==> src/rtl/conv_punct_enc.sv <==
// conv_punct_enc: rate-1/2 K=7 convolutional encoder (G0/G1 generators) with
// optional 2/3 and 3/4 puncturing. One data bit in per handshake, one coded
// bit out per handshake. A one-bit overflow slot behind the output register
// keeps rate 1/2 bubble-free under continuous out_ready.
// Build option: define CONV_PUNCT_EN to enable rates 2/3 and 3/4. Without it
// the rate input is ignored and every accepted bit emits A then B.
module conv_punct_enc #(
  parameter logic [6:0] G0 = 7'o133,
  parameter logic [6:0] G1 = 7'o171
) (
  input  logic       clk,
  input  logic       phy_tx_arest_n,
  input  logic       start,
  input  logic [1:0] rate,
  input  logic       in_bit,
  input  logic       in_valid,
  input  logic       in_last,
  output logic       in_ready,
  output logic       out_bit,
  output logic       out_valid,
  output logic       out_last,
  input  logic       out_ready,
  output logic       busy
);

  logic [5:0] r_state;
  logic       r_out_bit;
  logic       r_out_valid;
  logic       r_out_last;
  logic       r_buf_bit;
  logic       r_buf_valid;
  logic       r_buf_last;

  logic [6:0] w_vec;
  logic       w_a;
  logic       w_b;
  logic       w_accept;
  logic       w_emit_a;
  logic       w_emit_b;
  logic       w_two;
  logic       w_first;

  assign w_vec = {in_bit, r_state};
  assign w_a   = ^(w_vec & G0);
  assign w_b   = ^(w_vec & G1);

`ifdef CONV_PUNCT_EN
  logic [1:0] r_rate;
  logic [1:0] r_phase;
  logic [1:0] w_phase_next;

  // Puncture pattern: which of A/B survive at the current phase, and the next phase.
  always_comb begin
    w_emit_a     = 1'b1;
    w_emit_b     = 1'b1;
    w_phase_next = 2'd0;
    case (r_rate)
      2'd1: begin
        w_emit_b     = (r_phase == 2'd0);
        w_phase_next = (r_phase == 2'd0) ? 2'd1 : 2'd0;
      end
      2'd2: begin
        w_emit_a     = (r_phase != 2'd2);
        w_emit_b     = (r_phase != 2'd1);
        w_phase_next = (r_phase == 2'd2) ? 2'd0 : r_phase + 2'd1;
      end
      default: begin
      end
    endcase
  end

  // Rate is latched on start (3 folds to 1/2); phase advances once per accepted bit.
  always_ff @(posedge clk or negedge phy_tx_arest_n) begin
    if (!phy_tx_arest_n) begin
      r_rate  <= 2'd0;
      r_phase <= 2'd0;
    end else if (start) begin
      r_rate  <= (rate == 2'd3) ? 2'd0 : rate;
      r_phase <= 2'd0;
    end else if (w_accept) begin
      r_phase <= w_phase_next;
    end
  end
`else
  logic w_unused_rate;
  assign w_unused_rate = ^rate;
  assign w_emit_a      = 1'b1;
  assign w_emit_b      = 1'b1;
`endif

  // When both bits survive, A goes out first and B waits in the overflow slot.
  assign w_two   = w_emit_a && w_emit_b;
  assign w_first = w_emit_a ? w_a : w_b;

  // Accept only when the result fits: empty, or one bit held that leaves this cycle.
  assign in_ready = !start && (!r_out_valid || (!r_buf_valid && out_ready));
  assign w_accept = in_valid && in_ready;

  // Encoder shift register plus output/overflow slots; start aborts everything.
  always_ff @(posedge clk or negedge phy_tx_arest_n) begin
    if (!phy_tx_arest_n) begin
      r_state     <= 6'd0;
      r_out_bit   <= 1'b0;
      r_out_valid <= 1'b0;
      r_out_last  <= 1'b0;
      r_buf_bit   <= 1'b0;
      r_buf_valid <= 1'b0;
      r_buf_last  <= 1'b0;
    end else if (start) begin
      r_state     <= 6'd0;
      r_out_bit   <= 1'b0;
      r_out_valid <= 1'b0;
      r_out_last  <= 1'b0;
      r_buf_valid <= 1'b0;
      r_buf_last  <= 1'b0;
    end else if (w_accept) begin
      r_state     <= {in_bit, r_state[5:1]};
      r_out_bit   <= w_first;
      r_out_valid <= 1'b1;
      r_out_last  <= in_last && !w_two;
      r_buf_bit   <= w_b;
      r_buf_valid <= w_two;
      r_buf_last  <= in_last && w_two;
    end else if (r_out_valid && out_ready) begin
      r_out_bit   <= r_buf_bit;
      r_out_valid <= r_buf_valid;
      r_out_last  <= r_buf_last;
      r_buf_valid <= 1'b0;
      r_buf_last  <= 1'b0;
    end
  end

  assign out_bit   = r_out_bit;
  assign out_valid = r_out_valid;
  assign out_last  = r_out_last;
  assign busy      = r_out_valid || r_buf_valid;

endmodule

==> config.mk <==
export PLATFORM = sky130hd
export DESIGN_NAME = conv_punct_enc
export DESIGN_NICKNAME = d
export VERILOG_FILES = /design/src/rtl/conv_punct_enc.sv
export SDC_FILE = /design/constraint.sdc
export NUM_CORES = 1
export LEC_CHECK = 0
export ABC_CLOCK_PERIOD_IN_PS = 1900
export CAP_MARGIN = 10
export CORE_MARGIN = 3
export CORE_UTILIZATION = 30
export DETAILED_ROUTE_END_ITERATION = 8
export PLACE_DENSITY = 0.57
export SYNTH_ARGS = -nofsm -noshare
export SYNTH_HDL_FRONTEND = slang
export SYNTH_SLANG_ARGS = --single-unit
==> constraint.sdc <==
create_clock -name clk -period 1.9 [get_ports clk]
set_clock_uncertainty 0.2 [all_clocks]
set_input_delay 0.38 -clock clk [delete_from_list [all_inputs] [get_ports clk]]
set_output_delay 0.38 -clock clk [all_outputs]
set_load 0.03 [all_outputs]
==> results_dict.tcl <==
set metrics [dict create \
    clock-sinks 12 \
    crit_path_cell_trace "clkdlybuf4s50_1, nand2b_4, a21oi_2, buf_6" \
    final_cell_mix "dfrtp_1 (12), nand2_1 (8), nand2b_1 (7), o21ai_0 (7)" \
    setup_viol 0 \
    nets 87 \
    fin_cells 101 \
    initial_utilization_pct 32.92 \
    synth.yosys.seq_area_share_pct 50.63 \
    r2r_end "out_bit" \
    ys_types 21 \
    postCtsHoldBufs 0 \
    fillers 196 \
    grt_max_degree 17 \
    worst_setup_path_start_kind "primary input" \
    period_share_pct 98.52 \
    yosysTopAreaCell "dfrtp_1" \
    syn_area_um2 593.1 \
    synth_nets 68 \
    hold_class "primary input to asynchronous set/reset pin" \
    cp.required_ns 1.32 \
    wl_per_cell_um 11.63 \
    reg2reg_slack_ns 0.36 \
    vias 464 \
    dp.cells 98 \
    clockRootBuffer "clkbuf_4" \
    seqCellArea_um2 300.3 \
    fmax_mhz 534.2 \
    reg2reg_depth 4 \
    firstDrtPassIters 3 \
    relSlewSlack_pct 64.46 \
    gr-usage-met2_pct 15.65 \
    yosys_warnings 0 \
    grt_pass1_wl_um 1987 \
    wl_um 1175 \
    hpwl_um 860.6 \
    avgSynthCellArea_um2 10.05 \
    gp_congestion 0.7630 \
    die_x_um 50.46 \
    min_period_ns 1.872 \
    overflow 0 \
    grt_pass1_vias 470 \
    die_height_um 50.46 \
    critPathMaxStageDelay_ns 0.53 \
    r2r-start "r_state[4]" \
    antenna_left 0 \
    ioPinCount 14 \
    critPathMaxFanout 3 \
    num_rows 15 \
    critical_path_buf_inv_count 2 \
    grt_use_met1_pct 13.24 \
    clk_latency_ns 0.26 \
    htreeDepth 1 \
    port-buffer-count 11 \
    drive_gt1_share_pct 21.05 \
    drv_cap 0 \
    netlist_instances 59 \
    use_met3_pct 2.967 \
    cts_tree "done" \
    p_leak_uw 0.0003901 \
    syn_to_final_growth_pct 34.81 \
    vias_per_cell 4.594 \
    drc 0 \
    drtIter0Drc 3 \
    final_common_cell "dfrtp_1" \
    status "complete, no violations" \
    synth_area_leaders "dfrtp_1 (51%), nand2b_1 (8.4%), o21ai_0 (5.9%), nand2_1 (5.1%), xor2_1 (4.4%)" \
    hold_violations 0 \
    grt_usage_pct 10.34 \
    worst_pin_slew_ns 0.5314 \
    post_cts_buffers 0 \
    clockBufferDepth 2 \
    cts_inserted_buffers 3 \
    antenna_found_initial 0 \
    cp_slowest_cell "clkdlybuf4s50_1" \
    slew_violations 0 \
    yosysTopAreaCellShare_pct 50.63 \
    tns_ns 0 \
    endpoint_kind "output pin" \
    finalPower_uw 557.9 \
    core-area_um2 1802 \
    cp_top_family "buffers and inverters" \
    critical_path_arrival_ns 1.29 \
    antenna_cells 0 \
    synth.ff_latch_count 12 \
    dieArea_um2 2546 \
    path_class "primary input to output pin" \
    p_per_area_nw_per_um2 697.8 \
    multiInputGateArea_um2 290.3 \
    vdd_drop_max_mv 0.2826 \
    top_usage_layer "met2" \
    cts.reportedPaths.clkPinSlew_ns 0.07 \
]
==> sequential cells by signal, summed over array words and instances, names as in the netlist <==
register and count:
r_buf_last 1, out_last 1, out_bit 1, r_buf_bit 1, out_valid 1, r_state 6
r_buf_valid 1
==> worst max path at each step <==
stage / start / end / slack [ns] / cells past startpoint
finish: out_ready / in_ready / 0.03 / 4
global route: out_ready / in_ready / -0.03 / 4
CTS: out_ready / in_ready / 0.004 / 4
detailed placement: in_bit / out_bit / -0.08 / 5
global placement: in_bit / out_bit / -0.06 / 5
floorplan: out_valid / in_ready / 0.15 / 2
==> synth_stat cells, drive strengths merged <==
master,instances
and3b,1
nor2,1
or2,1
nor4b,1
nand2,8
nand2b,8
a211o,1
mux2,1
a311oi,1
nor3,1
or2b,1
a21oi,4
o21ai,7
clkbuf,1
dfrtp,12
buf,2
mux2i,2
nand3b,1
xor2,3
xnor2,2
==> layer usage <==
layer	share of wire, %	wire, um
met3	4.8	56
met2	48	568
met1	46	538
met5	0	0
met4	1.0	12
==> final cells by class <==
class	count	area share, %
sequential	12	37.56
timing repair buffer	17	19.41
tap	25	3.912
clock buffer	3	2.817
multi-input combinational	44	36.31
==> logic make-up (layout without fill, tap and decap cells) <==
group	after synthesis	count (layout)	share of synthesized area (%)
and+or+nand+nor	23	23	21.52
AOI/OAI and AO/OA	13	13	12.87
DFF	12	12	50.63
xor gates and xnor gates	5	5	7.385
buffers and inverters	3	20	2.320
muxes	3	3	5.274
==> power by group <==
part	switching, uW	total, uW	leakage (uW)	internal [uW]
combinational	64.2	126	0.000216	62.3
clock	75.9	149	0.0000138	73.2
sequential	8.90	282	0.000160	274
==> stage by stage <==
stage / worst slack (ns) / util (%) / instance area (um^2) / hold slack (ns)
final: 0.02808 / 44.38 / 799.5 / 0.2637
after global routing: -0.03429 / 44.38 / 799.5 / 0.2970
after CTS: 0.004167 / 43.47 / 783.3 / 0.2767
after detailed placement: -0.08042 / 42.36 / 763.2 / 0.2870
after global placement: -0.05794 / 42.36 / 763.2 / 0.2666
after floorplan: 0.1469 / - / 593.1 / -0.1156
==> what timing repair did <==
item / in CTS / in global routing
gates resized for setup: 2 / 7
pin swaps: 1 / 1
hold endpoints to repair: 0 / 0
endpoints found under the setup margin: 3 / 4
cloned: 0 / 0
(Power assumes the default switching activity.)
